$ cat src/rtl/delay_slot_arbiter.sv
// Round-robin arbiter sharing one external tick accumulator among
// several timing requesters; pulses done[i] when the count hits its limit.
module delay_slot_arbiter #(
  parameter int N_REQ = 3,
  parameter int WIDTH = 24
) (
  input  logic                   clk,
  input  logic                   rst,
  input  logic [N_REQ-1:0]       req,
  input  logic [N_REQ*WIDTH-1:0] limit,
  input  logic [WIDTH-1:0]       cnt_value,
  output logic                   cnt_plus,
  output logic                   cnt_rst,
  output logic [N_REQ-1:0]       done,
  output logic                   busy,
  output logic [2:0]             grant_id
);

  typedef enum logic [1:0] {
    IDLE  = 2'd0,
    CLEAR = 2'd1,
    COUNT = 2'd2,
    DONE  = 2'd3
  } state_t;

  localparam logic [N_REQ-1:0] ONE =
    {{(N_REQ-1){1'b0}}, 1'b1};
  localparam logic [2:0] LAST_RST = 3'(N_REQ-1);

  state_t           state;
  state_t           state_nx;
  logic [N_REQ-1:0] pending;
  logic [N_REQ-1:0] pending_nx;
  logic [N_REQ-1:0] clr_mask;
  logic [2:0]       last_grant;
  logic [2:0]       last_nx;
  logic [2:0]       gid_nx;
  logic [WIDTH-1:0] lim_q;
  logic [WIDTH-1:0] lim_nx;
  logic [2:0]       sel_idx;
  logic [WIDTH-1:0] sel_lim;
  logic             hit;

  // First set bit searching upward from last_grant+1, wrapping at N_REQ.
  function automatic logic [2:0] rr_pick(
    input logic [N_REQ-1:0] p,
    input logic [2:0]       last
  );
    logic [2:0] pick;
    logic       found;
    int         c;
    pick  = '0;
    found = 1'b0;
    for (int k = 1; k <= N_REQ; k++) begin
      c = (int'(last) + k) % N_REQ;
      if (!found && p[c]) begin
        found = 1'b1;
        pick  = 3'(c);
      end
    end
    return pick;
  endfunction

  assign sel_idx = rr_pick(pending, last_grant);
  assign sel_lim = limit[int'(sel_idx)*WIDTH +: WIDTH];
  assign hit     = (cnt_value == lim_q);

  always_comb begin
    state_nx = state;
    last_nx  = last_grant;
    gid_nx   = grant_id;
    lim_nx   = lim_q;
    clr_mask = '0;
    cnt_plus = 1'b0;
    cnt_rst  = 1'b0;
    done     = '0;
    busy     = 1'b1;
    unique case (state)
      IDLE: begin
        busy = 1'b0;
        if (pending != '0) begin
          gid_nx   = sel_idx;
          lim_nx   = sel_lim;
          clr_mask = ONE << sel_idx;
          state_nx = CLEAR;
        end
      end
      CLEAR: begin
        cnt_rst  = 1'b1;
        state_nx = COUNT;
      end
      COUNT: begin
        cnt_plus = !hit;
        if (hit) state_nx = DONE;
      end
      DONE: begin
        done     = ONE << grant_id;
        cnt_rst  = 1'b1;
        last_nx  = grant_id;
        state_nx = IDLE;
      end
      default: state_nx = IDLE;
    endcase
  end

  // A new request on the granted bit in the same cycle keeps it pending.
  assign pending_nx = (pending & ~clr_mask) | req;

  always_ff @(posedge clk) begin
    if (!rst) begin
      state      <= IDLE;
      pending    <= '0;
      last_grant <= LAST_RST;
      grant_id   <= '0;
      lim_q      <= '0;
    end else begin
      state      <= state_nx;
      pending    <= pending_nx;
      last_grant <= last_nx;
      grant_id   <= gid_nx;
      lim_q      <= lim_nx;
    end
  end

endmodule

$ cat config.mk
export PLATFORM = sky130hd
export DESIGN_NAME = delay_slot_arbiter
export DESIGN_NICKNAME = d
export VERILOG_FILES = /design/src/rtl/delay_slot_arbiter.sv
export SDC_FILE = /design/constraint.sdc
export NUM_CORES = 1
export LEC_CHECK = 0
export ABC_AREA = 1
export CAP_MARGIN = 5
export CORE_MARGIN = 2
export CORE_UTILIZATION = 30
export DETAILED_ROUTE_END_ITERATION = 6
export SLEW_MARGIN = 40
export SYNTH_ARGS = -nofsm -noshare
export SYNTH_HDL_FRONTEND = slang
export SYNTH_SLANG_ARGS = --single-unit
$ cat constraint.sdc
create_clock -name clk -period 3.3 [get_ports clk]
set_input_delay 0.825 -clock clk [delete_from_list [all_inputs] [get_ports clk]]
set_output_delay 0.825 -clock clk [all_outputs]
set_load 0.05 [all_outputs]
# Word-level counts from Yosys, hierarchy flattened
# Index checks and enable logic that the tools add are counted.
# classes
reduce_logical	10
n_lt_le_gt_ge	3
n_eq_ne	6
n_mul	1
div	3
bitwise_logic	3
mux	23
shift	3
addsub	3
# ops
op	count
32-bit by 4-bit less-than comparator with 1-bit output, second input constant	3
32-bit by 3-bit modulo with 32-bit output, second input constant	3
72-bit by 9-bit variable part select with 24-bit output	1
24-bit == test	1
3-bit 2-to-1 mux	6
1-bit 2-to-1 mux	11
3-bit by 2-bit adder with 4-bit output, second input constant	2
2-bit one-hot mux with 4 select lines	1
1-bit binary-select mux with 2-bit select	3
1-bit by 3-bit left shift with 3-bit output, first input constant	2
3-bit by 2-bit multiplier with 5-bit output, second input constant	1
3-bit by 1-bit adder with 4-bit output, second input constant	1
2-bit == test, second input constant	2
2-bit 2-to-1 mux	2
2-bit inequality test, second input constant	2
2-bit AND reduction	2
3-bit bitwise AND	1
1-bit zero test	3
3-bit NOT	1
3-bit bitwise OR	1
3-bit nonzero test	1
2-bit by 1-bit == test with 1-bit output, second input constant	1
1-bit logical AND	2
2-bit zero test	1
2-bit OR reduction	1
# word_totals
in_bits	101
wordCells	60
latch_bits	0
rom_bits	0
ramBits	0
n_memories	0
output_inout_bits	9
ff_bits	35

# Longest topological paths before layout
# Gate-level depths: netlist of run 1.
# logic_depth
word_depth	18
depth_mapped	29
depth_no_buf	27

# Worst setup path after synthesis of run 1
# No wires, ideal clock.
# synth_path
path_kind	reg-to-reg
start	reg last_grant[0]
end	reg lim_q[16]
n_path_buf	2
synth_period_minus_slack_ns	3.450
required_ns	3.172
stages_incl_launch_ff	24
slack_ns	-0.150
t_arrival_ns	3.322
setup_ns	0.128
path_cell_list	dfxtp_1 buf_6 inv_1 ha_1 ha_1 ha_1 inv_1 nand3_2 xor2_1 ha_1 inv_1 nand3_4 nand2_1 o21ai_4 nand3_2 a21oi_2 nand3_1 nand2_2 inv_4 buf_6 nand3_2 nor2_1 nor2_1 nor2_1
# synth_via
elab_chain_len	14
word_cells_on_any_way	26
cone_classes	add/sub: 3; mul: 1; div: 3; shift: 1; mux: 14; reduce/logical: 4
# synth_rtl
item	line	source
start: declaration	35	logic [2:0] last_grant;
start signal: assignment	119	last_grant <= last_nx;
3-bit by 1-bit adder with 4-bit output	55	c = (int'(last) + k) % N_REQ;
32-bit by 3-bit modulo with 32-bit output	55	
1-bit binary-select mux with 2-bit select	56	if (!found && p[c]) begin
1-bit 2-to-1 mux (implied by the code) (2 in series)	56	
1-bit 2-to-1 mux	56	
1-bit zero test	56	
1-bit logical AND	56	
1-bit 2-to-1 mux	56	
1-bit zero test	56	
1-bit logical AND	56	
3-bit 2-to-1 mux *	56	
3-bit by 2-bit multiplier with 5-bit output *	65	assign sel_lim = limit[int'(sel_idx)*WIDTH +: WIDTH];
72-bit by 9-bit variable part select with 24-bit output *	65	
end signal: assignment	121	lim_q <= lim_nx;
end: declaration	38	logic [WIDTH-1:0] lim_q;
# Every way passes the cells marked *; elsewhere a longest branch is shown, timed or not. The select of a mux whose other input is x is not followed.
# A chain may end at the register's enable or synchronous reset.

# Worst setup path after layout of run 1
# layout_path
start	reg last_grant[0]
end	reg lim_q[15]
# The elaborated chain is that of the path after synthesis.

==> reports/metrics.yaml, run 1 <==
status: "finished, violations left"
violations: "negative setup slack"
vias: 3953
critPathRequiredTime_ns: 3.51
grt_pass1_wl_mm: 17.7
worst-path-max-fanout: 6
maxSlewHeadroom: 0.493
worstSetupStartpointType: "register"
core_area_um2: 11000
worst_clock_skew_ns: 0.00566
power_density_nw_per_um2: 1030
num-fill-cells: 1043
synth.yosys.seq_area_share: 0.206
nNetsFinal: 832
synth_edf_count: 0
synth-seq-cells: 35
layout.cells.non_filler: 848
worst-setup-path-type: "register to register"
io_buffers: 109
totalWireLength_mm: 11.1
drcViolationCount: 0
via_per_inst: 4.66
fin_crit_sh: 1.01
antenna_found_initial: 0
num_rows: 38
cts_inserted_buffers: 5
root_buffer: "clkbuf_16"
mostFrequentLayoutCells: "nand2_1, clkdlybuf4s50_1, nor2_1"
syn_area_um2: 3410
dr_wl_met2_mm: 5.48
cts_hold_buf: 0
initial_utilization: 0.310
finalWorstSetupSlack_ns: -0.0214
syn_avg_cell_area_um2: 6.22
crit_arrival_ns: 3.53
drive_gt1_frac: 0.268
syn_inst: 548
synth_nets: 673
fp.dieW_um: 111
route.met3.wl_um: 384
ys_warn_count: 0
hold_viol_final: 0
die_area_um2: 12200
cts_sinks: 35
clkLatencyLatePin_ns: 0.28
gp_congestion: 0.860
worstMarginPinSlew_ns: 0.756
ys.flop_type: "dfxtp_1"
slew_violations: 0
ir_drop_v: 0.000674
post-route-min-period_ns: 3.32
path_clk_slew_ns: 0.06
dp_cells: 820
drv_cap: 0
crit_top_cell: "inv_2"
fin_util: 0.521
end_kind: "register"
async_reset_ff_frac: 0
hold_path_class: "register to register"
p_leak_uw: 0.00264
grt_max_degree: 34
grtUsageTotal: 0.170
seqCellArea_um2: 709
place_hpwl_mm: 7.98
wl_per_cell_um: 13.1
wl_met1_mm: 5.02
area_growth_pct: 67.8
htreeDepth: 2
finalHoldWorstSlack_ns: 0.524
clockBufferDepth: 2
multi_input_area_um2: 2660
cpMaxStageDelayCell: "dfxtp_4"
ant_nets: 0
path_delay_family: "simple AND/OR/NAND/NOR gates"
top_layer_used: "met4"
dr.pass1.iters: 4
diodes: 0
grt_pass1_vias: 3879
ys_types: 33
fmax_mhz: 301
slowest_delay_ns: 0.36
report.final.setup_viol: 8
fp.dieH_um: 111
drtIter0Drc: 159
final_common_cell: "nand2_1"
ios: 110
gr-total-overflow: 0
cts_tree: "done"
rsz0062_at_grt: "yes"
path_buf_inv: 9
routing by layer:
layer | up-vias | global-route usage
li1 | 2026 | -
met1 | 1811 | 0.224
met2 | 102 | 0.297
met3 | 14 | 0.0154
met4 | 0 | 0.0500
met5 | - | 0
registers in the layout, indices dropped and copies added, names as in the netlist:
signal / cells
state: 2
grant_id: 3
pending: 3
last_grant: 3
lim_q: 24
cells in the mapped netlist (9+ instances only):
cell	n	area, um^2
nor2_1	109	409
nand3_1	56	280
nand2_2	16	100
ha_1	24	300
xor2_1	10	87.6
dfxtp_1	35	701
nand4_1	11	68.8
a21oi_1	9	45.0
xnor2_1	15	131
nand2_1	123	462
nand3_2	15	150
inv_1	66	248
final timing paths:
check                                     end  slack [ns]  cells after the start           from
worst max register to register      lim_q[15]       -0.02                     29  last_grant[0]
worst min-delay path            last_grant[0]        0.52                      2    grant_id[0]
worst max-delay path                lim_q[15]       -0.02                     29  last_grant[0]
worst min register to register  last_grant[0]        0.52                      2    grant_id[0]
per-stage QoR:
stage / worst slack [ns] / TNS [ns] / power [uW] / cell area [um^2]
floorplan: 0.0232 / 0 / 3320 / 3430
CTS: -0.0245 / -0.220 / 5360 / 5400
global route: -0.305 / -7.18 / 6420 / 5720
global placement: -0.145 / -2.95 / 4360 / 4940
finish: -0.0214 / -0.0790 / 5890 / 5720
detailed placement: -0.229 / -4.82 / 4430 / 4940
area by class of cell:
cell class              count  share of cell area
inverters                  73              0.0497
well taps                 140              0.0306
multi-input cells         420               0.465
clock buffers               7              0.0232
repair buffers            172               0.307
clock inverters             1            0.000875
flip-flops and latches     35               0.124
logic make-up (layout without fill, tap and decap cells):
logic type / after synthesis / count (layout) / synth area share
simple gates: 346 / 346 / 0.472
compound gates: 25 / 25 / 0.0477
flops: 35 / 35 / 0.206
buf+inv: 93 / 253 / 0.123
xor+xnor: 25 / 25 / 0.0643
fa+ha+maj: 24 / 24 / 0.0881
power by group:
group / leakage, uW / internal [uW] / switching, uW / total, uW
Combinational: 0.00228 / 2120 / 2680 / 4790
Clock: 0.0000679 / 279 / 183 / 463
Sequential: 0.000289 / 542 / 97.1 / 639
Total: 0.00264 / 2940 / 2960 / 5890
worst register-to-register path, delay by kind of cell, from the launching register on:
kind,cells,cell delay [ns]
and+or+nand+nor,14,1.09
buffers and inverters,9,0.76
adders and majority gates,4,0.67
DFF,1,0.36
AOI/OAI and AO/OA,1,0.20
xor gates and xnor gates,1,0.16
what timing repair did:
| action | CTS | global route |
|---|---|---|
| hold endpoints to repair | 0 | 0 |
| setup buffers | 7 | 10 |
| gates resized for setup | 51 | 53 |
| endpoints found under the setup margin | 31 | 31 |
| cloned | 2 | 3 |
| pin swaps | 30 | 35 |
Note: power is estimated with default switching activity, not from simulation.
==> run 2: changes to the inputs <==
CORE_UTILIZATION = 43   (was 30)
GPL_TIMING_DRIVEN = 0   (was unset)
PLACE_DENSITY = 0.78   (was unset)
==> run 2 against run 1 <==
The run still ends with negative setup slack left. Via count increased by 10%. Clock-buffer cell count decreased by 2. Power increased by 13%. Fmax fell by 7.4%. Sequential share of layout area down 0.15 points. Worst setup slack worse by 0.27 ns. Clock power is 27% lower. Cell count decreased by 4.4%. Critical path type unchanged. Critical endpoint is now lim_q[0].
==> reports/metrics.yaml, run 2 (synthesis results as in run 1) <==
drive_gt1_frac: 0.295  # +0.0264
violations: "negative setup slack"
p_switching_uw: 3510  # +19%
path_clk_slew_ns: 0.08  # +0.02 ns
antenna_found_initial: 0  # unchanged
gp_congestion: 0.869  # +1.1%
worst_clock_skew_ns: 0.00311  # -0.00255 ns
grtUsageTotal: 0.252  # +0.0818
slowest_delay_ns: 0.43  # +0.07 ns
io_buffers: 108  # -0.92%
cts_inserted_buffers: 5  # unchanged
fp.dieH_um: 93.0  # -16%
totalWireLength_mm: 13.4  # +21%
grt_pass1_vias: 3857  # -0.57%
cpMaxStageDelayCell: "dfxtp_4"
ir_drop_v: 0.000713  # +5.7%
hold_path_class: "register to register"
mostFrequentLayoutCells: "clkdlybuf4s50_1, nand2_1, nor2_1"
cts_sinks: 35  # unchanged
comb_power_share: 0.852  # +0.039
rsz0062_at_grt: "yes"
place_hpwl_mm: 7.74  # -3.0%
p_int_uw: 3150  # +7.2%
ant_nets: 0  # unchanged
worstSetupStartpointType: "register"
power_density_nw_per_um2: 1150  # +11%
fin_crit_sh: 1.09  # +0.0805
drcViolationCount: 0  # unchanged
crit_top_cell: "nand2_2"
fp.dieW_um: 93.0  # -16%
maxSlewHeadroom: 0.634  # +0.141
dr.pass1.iters: 5  # +1
wl_per_cell_um: 16.5  # +26%
regMostFlops: "lim_q"
place_ws_ns: -0.586  # -0.357 ns
slew_violations: 0  # unchanged
fin_util: 0.755  # +0.235
p_leak_uw: 0.00265  # +0.35%
area_growth_pct: 70.4
worstMarginPinSlew_ns: 0.549  # -0.207 ns
vias: 4367  # +10%
finalWorstSetupSlack_ns: -0.287  # -0.266 ns
critPathRequiredTime_ns: 3.47  # -0.04 ns
largest_reg_flops: 24  # unchanged
fmax_mhz: 279  # -7.4%
fin_area_um2: 5810  # +1.6%
status: "finished, violations left"
root_buffer: "clkbuf_8"
via_per_inst: 5.38  # +16%
setup_tns_ns: -5.56  # -5.48 ns
hold_viol_final: 0  # unchanged
num_rows: 32  # -16%
post-route-min-period_ns: 3.59  # +0.266 ns
diodes: 0  # unchanged
clkLatencyLatePin_ns: 0.30  # +0.02 ns
dpl_cell_area_um2: 4640  # -6.1%
cts_tree: "done"
report.final.setup_viol: 30  # +22
final_common_cell: "clkdlybuf4s50_1"
grt_max_degree: 14  # -59%
gr-total-overflow: 0  # unchanged
crit_arrival_ns: 3.75  # +0.22 ns
end_kind: "register"
drtIter0Drc: 348  # +120%
seq_power_share: 0.098  # -0.010
layout.cells.non_filler: 811  # -4.4%
worst-path-max-fanout: 8  # +2
clockBufferDepth: 2  # unchanged
die_area_um2: 8650  # -29%
nNetsFinal: 833  # +0.12%
dp_cells: 758  # -7.6%
grt_pass1_wl_mm: 17.6  # -0.51%
htreeDepth: 2  # unchanged
core_area_um2: 7690  # -30%
switching_share: 0.527  # +0.0253
pwr-share-clk: 0.051  # -0.028
drv_cap: 0  # unchanged
initial_utilization: 0.443  # +0.133
ios: 110  # unchanged
worst-setup-path-type: "register to register"
[run 2: changes by cell type in the layout (fill, tap and decap cells not counted), moves of 5 or more]
cell      delta
buf_6       +10
buf_4       -13
nand2_1     -12
buf_12       -6
nand2_4      +8
clkbuf_8     +5
[run 2: final timing paths]
| kind | start | cells past startpoint | slack (ns) | endpoint |
|---|---|---|---|---|
| min reg2reg | state[1] | 2 | 0.54 | state[1] |
| min | state[1] | 2 | 0.54 | state[1] |
| max | last_grant[1] | 26 | -0.29 | lim_q[0] |
| max reg2reg | last_grant[1] | 26 | -0.29 | lim_q[0] |
[run 2: layout make-up]
cell class,instances,area (um^2)
multi-input cells,421,2840
fillers,531,1880
clock inverters,3,23.8
clock buffers,5,68.8
repair buffers,153,1530
well taps,102,128
plain buffers,19,200
inverters,73,302
flip-flops and latches,35,712
[run 2: metal layers]
| metal | wire [um] | GRT usage | vias up |
|---|---|---|---|
| li1 | - | - | 2043 |
| met1 | 5250 | 0.327 | 2035 |
| met2 | 6820 | 0.451 | 243 |
| met3 | 906 | 0.0298 | 46 |
| met4 | 431 | 0.0527 | 0 |
| met5 | 0 | 0 | - |
[run 2: per-stage QoR]
stage          hold slack (ns)  power [uW]
6_report                 0.537        6660
2_1_floorplan            0.490        3320
5_1_grt                  0.584        7040
3_5_place_dp             0.534        4140
3_3_place_gp             0.516        4040
4_1_cts                  0.546        5230
[run 2: power groups by stage]
stage	clock network, uW	logic (uW)	registers, uW
after floorplan	0	2650	674
after global placement	0	3400	637
after detailed placement	0	3500	644
after CTS	333	4250	640
after global routing	353	6020	662
final	337	5670	649
[run 2: timing repair]
item                                   in CTS  in global routing
pin swaps                                  33                 78
gates resized for setup                    80                 95
buffers inserted                           31                  8
cloned                                      2                  7
endpoints found under the hold margin       0                  0
hold buffers                                0                  0
setup endpoints to repair                  31                 31
[run 2: worst max-delay path: cells and delay by family (launching register included)]
kind	cells	cell delay (ns)
AOI/OAI and AO/OA	2	0.37
xor gates and xnor gates	1	0.16
adders and majority gates	2	0.47
buffers and inverters	3	0.29
DFF	1	0.43
and+or+nand+nor	18	1.72
